--- src/rtl/stereo_frame_source.sv ---
// Stereo AXI4-Stream test-pattern source: left and right streams share one handshake,
// and the right image is the left pattern shifted by DISPARITY pixels, clamped at the line end.
module stereo_frame_source #(
    parameter int WIDTH     = 640,
    parameter int HEIGHT    = 480,
    parameter int BPP       = 8,
    parameter int NPPC      = 4,
    parameter int HBLANK    = 16,
    parameter int VBLANK    = 64,
    parameter int DISPARITY = 8
) (
    input  logic                  aclk,
    input  logic                  aresetn,
    input  logic                  enable,
    input  logic [1:0]            pattern_sel,
    output logic                  m_axis_l_tvalid,
    output logic                  m_axis_l_tlast,
    output logic                  m_axis_l_tuser,
    output logic [BPP*NPPC-1:0]   m_axis_l_tdata,
    input  logic                  m_axis_l_tready,
    output logic                  m_axis_r_tvalid,
    output logic                  m_axis_r_tlast,
    output logic                  m_axis_r_tuser,
    output logic [BPP*NPPC-1:0]   m_axis_r_tdata,
    input  logic                  m_axis_r_tready,
    output logic [7:0]            frame_cnt,
    output logic                  frame_done
);

    localparam int BEATS     = WIDTH / NPPC;
    localparam int DW        = BPP * NPPC;
    localparam int XW        = (BEATS > 1) ? $clog2(BEATS) : 1;
    localparam int YW        = (HEIGHT > 1) ? $clog2(HEIGHT) : 1;
    localparam int BLANK_MAX = (HBLANK > VBLANK) ? HBLANK : VBLANK;
    localparam int BW        = (BLANK_MAX > 1) ? $clog2(BLANK_MAX) : 1;

    localparam logic [XW-1:0] X_LAST  = XW'(BEATS - 1);
    localparam logic [YW-1:0] Y_LAST  = YW'(HEIGHT - 1);
    localparam logic [BW-1:0] HB_LAST = BW'((HBLANK > 0) ? HBLANK - 1 : 0);
    localparam logic [BW-1:0] VB_LAST = BW'((VBLANK > 0) ? VBLANK - 1 : 0);

    typedef enum logic [1:0] {S_IDLE, S_ACTIVE, S_HBLANK, S_VBLANK} state_t;

    state_t          state, state_d;
    logic [XW-1:0]   x_beat, x_beat_d;
    logic [YW-1:0]   y, y_d;
    logic [BW-1:0]   blank_cnt, blank_d;
    logic [1:0]      pat, pat_d;
    logic [7:0]      frame_cnt_d;
    logic            frame_done_d;
    logic            tvalid, tvalid_d, tlast, tlast_d, tuser, tuser_d;
    logic [DW-1:0]   l_data, l_data_d, r_data, r_data_d;
    logic            beat_accept;

    assign beat_accept = tvalid & m_axis_l_tready & m_axis_r_tready;

    function automatic logic [BPP-1:0] pattern_pixel(input logic [1:0] sel, input logic [31:0] px,
                                                     input logic [31:0] py, input logic [7:0] fc);
        logic [31:0] sum;
        sum = px + py + {24'd0, fc};
        case (sel)
            2'd0:    pattern_pixel = px[BPP-1:0];
            2'd1:    pattern_pixel = py[BPP-1:0];
            2'd2:    pattern_pixel = (px[3] ^ py[3]) ? '1 : '0;
            default: pattern_pixel = sum[BPP-1:0];
        endcase
    endfunction

    always_ff @(posedge aclk) begin
        // NOTE: non-blocking assignments so every register samples the pre-edge values of the others.
        if (!aresetn) begin
            state      <= S_IDLE;
            x_beat     <= '0;
            y          <= '0;
            blank_cnt  <= '0;
            pat        <= '0;
            frame_cnt  <= '0;
            frame_done <= 1'b0;
            tvalid     <= 1'b0;
            tlast      <= 1'b0;
            tuser      <= 1'b0;
            l_data     <= '0;
            r_data     <= '0;
        end else begin
            state      <= state_d;
            x_beat     <= x_beat_d;
            y          <= y_d;
            blank_cnt  <= blank_d;
            pat        <= pat_d;
            frame_cnt  <= frame_cnt_d;
            frame_done <= frame_done_d;
            tvalid     <= tvalid_d;
            tlast      <= tlast_d;
            tuser      <= tuser_d;
            l_data     <= l_data_d;
            r_data     <= r_data_d;
        end
    end

    always_comb begin
        // NOTE: every variable gets a default first, so no path can leave one unassigned and infer a latch.
        state_d      = state;
        x_beat_d     = x_beat;
        y_d          = y;
        blank_d      = blank_cnt;
        pat_d        = pat;
        frame_cnt_d  = frame_cnt;
        frame_done_d = 1'b0;
        case (state)
            S_IDLE: begin
                if (enable) begin
                    state_d  = S_ACTIVE;
                    x_beat_d = '0;
                    y_d      = '0;
                    pat_d    = pattern_sel;
                end
            end
            S_ACTIVE: begin
                if (beat_accept) begin
                    if (x_beat != X_LAST) begin
                        x_beat_d = x_beat + XW'(1);
                    end else begin
                        x_beat_d = '0;
                        blank_d  = '0;
                        if (y != Y_LAST) begin
                            y_d     = y + YW'(1);
                            state_d = (HBLANK == 0) ? S_ACTIVE : S_HBLANK;
                        end else begin
                            y_d          = '0;
                            frame_done_d = 1'b1;
                            frame_cnt_d  = frame_cnt + 8'd1;
                            state_d      = (VBLANK == 0) ? S_IDLE : S_VBLANK;
                        end
                    end
                end
            end
            S_HBLANK: begin
                if (blank_cnt == HB_LAST) state_d = S_ACTIVE;
                else                      blank_d = blank_cnt + BW'(1);
            end
            default: begin
                if (blank_cnt == VB_LAST) state_d = S_IDLE;
                else                      blank_d = blank_cnt + BW'(1);
            end
        endcase
    end

    // Outputs are precomputed from the next state; a stalled beat recomputes to identical values.
    always_comb begin
        int xl;
        int xr;
        xl       = 0;
        xr       = 0;
        tvalid_d = (state_d == S_ACTIVE);
        tlast_d  = tvalid_d && (x_beat_d == X_LAST);
        tuser_d  = tvalid_d && (x_beat_d == '0) && (y_d == '0);
        l_data_d = '0;
        r_data_d = '0;
        if (tvalid_d) begin
            for (int i = 0; i < NPPC; i++) begin
                xl = int'(x_beat_d) * NPPC + i;
                xr = (xl + DISPARITY > WIDTH - 1) ? WIDTH - 1 : xl + DISPARITY;
                l_data_d[i*BPP +: BPP] = pattern_pixel(pat_d, xl, 32'(y_d), frame_cnt_d);
                r_data_d[i*BPP +: BPP] = pattern_pixel(pat_d, xr, 32'(y_d), frame_cnt_d);
            end
        end
    end

    assign m_axis_l_tvalid = tvalid;
    assign m_axis_r_tvalid = tvalid;
    assign m_axis_l_tlast  = tlast;
    assign m_axis_r_tlast  = tlast;
    assign m_axis_l_tuser  = tuser;
    assign m_axis_r_tuser  = tuser;
    assign m_axis_l_tdata  = l_data;
    assign m_axis_r_tdata  = r_data;

endmodule

--- config.mk ---
export PLATFORM = sky130hd
export DESIGN_NAME = stereo_frame_source
export DESIGN_NICKNAME = d
export VERILOG_FILES = /design/src/rtl/stereo_frame_source.sv
export SDC_FILE = /design/constraint.sdc
export NUM_CORES = 1
export LEC_CHECK = 0
export ABC_AREA = 1
export BUFFER_PORTS_ARGS = -buffer_cell sky130_fd_sc_hd__clkbuf_2
export CAP_MARGIN = 20
export CORE_MARGIN = 10
export CORE_UTILIZATION = 34
export CTS_CLUSTER_SIZE = 25
export DETAILED_ROUTE_END_ITERATION = 10
export SYNTH_ARGS = -nofsm -noshare
export SYNTH_HDL_FRONTEND = slang
export SYNTH_SLANG_ARGS = --single-unit
--- constraint.sdc ---
create_clock -name aclk -period 14.15 [get_ports aclk]
set_input_delay 2.83 -clock aclk [delete_from_list [all_inputs] [get_ports aclk]]
set_output_delay 2.83 -clock aclk [all_outputs]
set_load 0.02 [all_outputs]
# Word-level counts from Yosys, hierarchy flattened
# Index checks and enable logic that the tools add are counted.
dict set report classes {
  shift 0
  n_eq_ne 14
  n_div 0
  n_mux 48
  bitwise 14
  n_reduce_logical 10
  addsub 27
  order_cmp 4
  mul 0
}
# op count
set ops {}
lappend ops {{case mux 8 bit (3 select lines)} 8}
lappend ops {{2-to-1 mux 8 bit} 19}
lappend ops {{adder 8 bit} 16}
lappend ops {{adder 11 x 4 -> 12 bit (second input constant)} 3}
lappend ops {{> comparator 12 x 10 -> 1 bit (second input constant)} 3}
lappend ops {{2-to-1 mux 9 bit} 4}
lappend ops {{2-to-1 mux 6 bit} 4}
lappend ops {{adder 10 x 2 -> 11 bit (second input constant)} 2}
lappend ops {{case mux 6 bit (3 select lines)} 1}
lappend ops {{case mux 9 bit (2 select lines)} 1}
lappend ops {{adder 8 x 1 -> 8 bit (second input constant)} 2}
lappend ops {{case mux 8 bit (2 select lines)} 1}
lappend ops {{2-to-1 mux 2 bit} 7}
lappend ops {{adder 10 x 1 -> 11 bit (second input constant)} 1}
lappend ops {{adder 10 x 4 -> 11 bit (second input constant)} 1}
lappend ops {{> comparator 11 x 10 -> 1 bit (second input constant)} 1}
lappend ops {{adder 9 x 1 -> 9 bit (second input constant)} 1}
lappend ops {{zero test 9 bit} 1}
lappend ops {{!= test 9 bit (second input constant)} 1}
lappend ops {{== test 8 bit (second input constant)} 1}
lappend ops {{zero test 8 bit} 1}
lappend ops {{!= test 8 bit (second input constant)} 1}
lappend ops {{bitwise XOR 1 bit} 8}
lappend ops {{adder 6 x 1 -> 6 bit (second input constant)} 1}
lappend ops {{other kinds (15)} 28}
dict set report totals {
  register_bits 103
  latchBits 0
  ramBits 0
  mem_count 0
  output_inout_bits 79
  input_bits 7
  mem_bits_ro 0
}

# Logic depth before layout (Yosys ltp)
dict set report logic_depth {
  ltp_word 11
  depth_mapped 31
}

# Worst setup path before layout
# Ideal clock, no wire load.
dict set report synth_path {
  path_kind {input to register}
  start {input port m_axis_l_tready}
  end {register r_data[31] (netlist: m_axis_r_tdata[31])}
  stages 24
  slack_ns 7.517
  t_arrival_ns 6.522
  cell_sequence {nand2_1 -> nor2_1 -> nand3_1 -> nand3_1 -> nand2_1 -> ha_1 -> nand3_1 -> xor2_1 -> nand3_2 -> a21oi_4 -> inv_1 -> nor2_1 -> fa_1 -> fa_1 -> o21ai_0 -> nand2_1 -> nand2_1 -> a21oi_1 -> xor2_1 -> xor2_1 -> xnor2_1 -> nand2_1 -> nand2_1 -> nor2_1}
}
dict set report synth_between {
  elab_chain_len 11
  word_cells_on_any_way 21
  cone_classes {add/sub (4); order compare (1); eq/ne (1); mux (11); bitwise (3); reduce/logical (1)}
}
# element line
set synth_lines {}
lappend synth_lines {{start: declaration} 20} ;# input logic m_axis_l_tready,
lappend synth_lines {{AND 1 bit * (2 in series)} 55} ;# assign beat_accept = tvalid & m_axis_l_tready & m_axis_r_tready;
lappend synth_lines {{2-to-1 mux 8 bit *} 119} ;# if (beat_accept) begin
lappend synth_lines {{case mux 8 bit (2 select lines) *} 109} ;# case (state)
lappend synth_lines {{named net x_beat_d[2]} 45} ;# logic [XW-1:0] x_beat, x_beat_d;
lappend synth_lines {{adder 10 x 2 -> 11 bit *} 161} ;# xl = int'(x_beat_d) * NPPC + i;
lappend synth_lines {{adder 11 x 4 -> 12 bit *} 162} ;# xr = (xl + DISPARITY > WIDTH - 1) ? WIDTH - 1 : xl + DISPARITY;
lappend synth_lines {{> comparator 12 x 10 -> 1 bit} 162}
lappend synth_lines {{2-to-1 mux 8 bit *} 162}
lappend synth_lines {{adder 8 bit / bitwise XOR 1 bit (equally long branches)} {60, 64}}
lappend synth_lines {{adder 8 bit / 2-to-1 mux 8 bit (equally long branches)} {60, 64}}
lappend synth_lines {{case mux 8 bit (3 select lines) *} 61} ;# case (sel)
lappend synth_lines {{end signal: assignment} 96} ;# r_data <= r_data_d;
lappend synth_lines {{end: declaration} 52} ;# logic [DW-1:0] l_data, l_data_d, r_data, r_data_d;
# Mark *: on every way through the listed nets, which the timed path passes. The rest lies on a longest branch.
# A chain may end at the register's enable or synchronous reset.

# Final worst setup path
dict set report layout_path {
  start {input port m_axis_l_tready}
  end {register r_data[7] (netlist: m_axis_r_tdata[7])}
}
dict set report layout_between {
  elab_chain_len 10
  word_cells_on_any_way 20
  cone_classes {add/sub (3); order compare (1); eq/ne (1); mux (11); bitwise (3); reduce/logical (1)}
}
# element line
set layout_lines {}
lappend layout_lines {{AND 1 bit * (2 in series)} 55}
lappend layout_lines {{2-to-1 mux 8 bit *} 119}
lappend layout_lines {{case mux 8 bit (2 select lines) *} 109}
lappend layout_lines {{named net x_beat_d[2]} 45}
lappend layout_lines {{adder 10 x 4 -> 11 bit *} 162}
lappend layout_lines {{> comparator 11 x 10 -> 1 bit} 162}
lappend layout_lines {{2-to-1 mux 8 bit *} 162}
lappend layout_lines {{adder 8 bit / bitwise XOR 1 bit (equally long branches)} {60, 64}}
lappend layout_lines {{adder 8 bit / 2-to-1 mux 8 bit (equally long branches)} {60, 64}}
lappend layout_lines {{case mux 8 bit (3 select lines) *} 61}
# Marked as above.

==> impl_metrics.yaml <==
outcome:
  status: "finished, final reports clean"
yosys:
  synth_ff_type: "dfxtp_1"
  postSynthCellCount: 971
  muxShareOfSynthArea_pct: 0
  synth_compound_area_share_pct: 11.8
  synth_adder_area_share_pct: 16.0
  synthSimpleGateAreaFrac_pct: 26.6
  ys_types: 48
  syn_area_um2: 7040
  synth_top_family_by_area: "simple AND/OR/NAND/NOR gates"
  yosys_warnings: 0
  synth_edf_count: 0
  synth-async-reset-ratio_pct: 0
  synth-seq-cells: 101
  syn-num-nets: 1049
  synth-xor-area-share_pct: 4.84
  ys_seq_area_share_pct: 28.7
  synth_area_per_cell_um2: 7.25
sta:
  hold_violations: 0
  final-setup-viol-count: 0
  finalMaxSlewViolations: 0
  worstMarginPinSlew_ns: 0.875
  fmax_ghz: 0.144
  min_period_ns: 6.96
  fin_skew_ns: 0.00578
  post-route-period-util_pct: 49.2
  rsz0062_at_grt: "false"
  setup_ws_ns: 7.19
  max_slew_margin_pct: 41.5
  finalSetupTns_ns: 0
layout:
  layout_common_cells: "180 x inv_1, 177 x nand2_1, 107 x nor2_1, 101 x dfxtp_1, 85 x clkbuf_2"
  final_area_um2: 8040
  areaGrowthSynthToFinish_pct: 14.2
  seqCellArea_um2: 2020
  drive_above_1_share_pct: 15.5
  n_antenna_cell: 0
  multi_input_area_um2: 4180
  fillers: 2135
  nets: 1128
  layout_commonest_cell: "inv_1"
floorplan:
  die_w_um: 164
  ios: 86
  rows: 52
  die_h_um: 164
  die_area_um2: 26800
  core_um2: 20300
  initial_utilization_pct: 34.7
detailed_routing:
  first_pass_iters: 7
  vias: 6224
  wl_met3_mm: 1.07
  wl_met1_mm: 9.10
  wl_per_cell_um: 15.0
  met2_length_mm: 9.19
  drcViolationCount: 0
  via_per_inst: 4.70
  drt_iter0_drc: 326
  top_layer_used: "met4"
  routed_wl_mm: 19.8
  drtAntennaViolNets: 0
grt:
  grt_antenna_before_repair: 0
  grt_usage_pct: 15.1
  grt_max_degree: 48
  grt_pass1_wl_mm: 31.8
  grt-ovfl-total: 0
  grt_pass1_vias: 6037
placement:
  port_buffers: 85
  place_worst_setup_slack_ns: 6.83
  globalplace.congestion: 0.917
  hpwlAfterDp_mm: 15.8
  placedInstanceArea_um2: 7740
power:
  vdd_ir_drop_max_mv: 0.0451
  switchingPower_uw: 208
  intPower_uw: 469
  seqPwrFrac_pct: 44.8
  powerDensity_nw_per_um2: 84.2
  clkPwrFrac_pct: 37.6
  power_uw: 677
  p_leak_uw: 0.00421
  p_comb_share_pct: 17.6
  swShare_pct: 30.7
clock_network:
  clk_path_buf_depth: 2
  ctsResizeCount: 0
  cts_tree: "done"
  worstSkewPairLatency_ns: 0.36
  ctsRootBufferMaster: "clkbuf_16"
  htreeDepth: 3
  cts_made_buffers: 9
  cts_hold_buf: 0
  cts.sinks: 101
  clk_pin_slew_ns: 0.07
  postCtsSetupRepairBufs: 0
setup_path:
  cp_data_required_time_ns: 14.41
  criticalPathCategory: "in2reg"
  crit_path_start_kind: "primary input"
  critPathMaxFanout: 7
  worstPathArrival_ns: 7.22
  critPathCaptureType: "flip-flop"
min_path:
  hold_path.class: "reg2reg"
run:
  max_cap_viol_count: 0
flip-flops by register name, summed over array words and instances, names as in the netlist:
register / count
frame_cnt: 8
m_axis_l_tuser: 1
m_axis_l_tlast: 1
blank_cnt: 6
m_axis_l_tdata: 30
frame_done: 1
y: 9
m_axis_r_tdata: 32
pat: 2
m_axis_l_tvalid: 1
x_beat: 8
state: 2
layout make-up:
| cell class | count | area share [%] |
|---|---|---|
| Inverter | 192 | 8.97 |
| Timing Repair Buffer | 92 | 5.95 |
| Tap cell | 270 | 4.20 |
| Clock buffer | 10 | 2.85 |
| Multi-Input combinational cell | 654 | 52.0 |
| Clock inverter | 6 | 0.903 |
| Sequential cell | 101 | 25.2 |
synth_stat cells (all sizes together), types with 4 or more instances:
cell type / n / share of area, %
nor3: 7 / 0.57
clkbuf: 13 / 0.69
nor2: 120 / 7.7
buf: 11 / 1.1
ha: 39 / 6.9
nand3b: 4 / 0.43
a211oi: 5 / 0.53
o211ai: 4 / 0.43
nand2: 190 / 11
nand3: 53 / 4.5
a21oi: 53 / 4.3
o21ai: 63 / 4.5
fa: 32 / 9.1
xnor2: 22 / 2.7
inv: 190 / 10
xor2: 16 / 2.1
nand4: 16 / 1.4
a31oi: 7 / 0.62
dfxtp: 101 / 29
or2: 8 / 0.71
power groups by stage:
stage	clock network, µW	registers, µW	logic [µW]
after global routing	272	305	133
after CTS	261	304	121
after global placement	0	310	120
after floorplan	0	324	71.6
final	254	303	119
after detailed placement	0	310	120
worst max-delay path, cell delays in order:
cell and delay, ns:
clkbuf_2 0.10, nand2_1 0.05, nor2_1 0.30, nand3_1 0.11
nand3_1 0.10, nand2_1 0.13, ha_1 0.25, nand3_1 0.10
xor2_1 0.22, nand3_2 0.17, a21oi_4 0.38, inv_1 0.16
nor2_1 0.21, fa_1 0.49, fa_1 0.47, o21ai_0 0.23
nand2_1 0.10, nand2_1 0.07, a21oi_1 0.07, xor2_1 0.16
xnor2_1 0.14, a21oi_1 0.13, o21ai_0 0.11, nand2_1 0.07
nor2_1 0.04
metal layers:
layer / GRT usage (%) / vias up
met4: 5.24 / 0
li1: - / 3198
met3: 2.78 / 25
met2: 24.9 / 144
met1: 19.3 / 2857
met5: 0 / -
final timing paths:
kind              startpoint                 to  slack [ns]  cells past startpoint
max          m_axis_l_tready  m_axis_r_tdata[7]        7.19                     25
min             blank_cnt[3]       blank_cnt[3]        0.47                      2
max reg2reg        x_beat[1]  m_axis_r_tdata[7]        9.21                     25
min reg2reg     blank_cnt[3]       blank_cnt[3]        0.47                      2
through the flow:
stage               std cells  utilization [%]  hold slack (ns)
finish                   1325             39.6            0.472
global route             1325             39.6            0.517
CTS                      1325             39.6            0.477
detailed placement       1309             38.1            0.466
global placement         1309             38.1            0.468
floorplan                 971                -            0.448
cells by family after synthesis:
kind of cell / count (synthesis)
AOI/OAI and AO/OA: 144
adders and majority gates: 71
DFF: 101
xor gates and xnor gates: 38
buffers and inverters: 216
and+or+nand+nor: 401
Note: power is estimated with default switching activity, not from simulation.
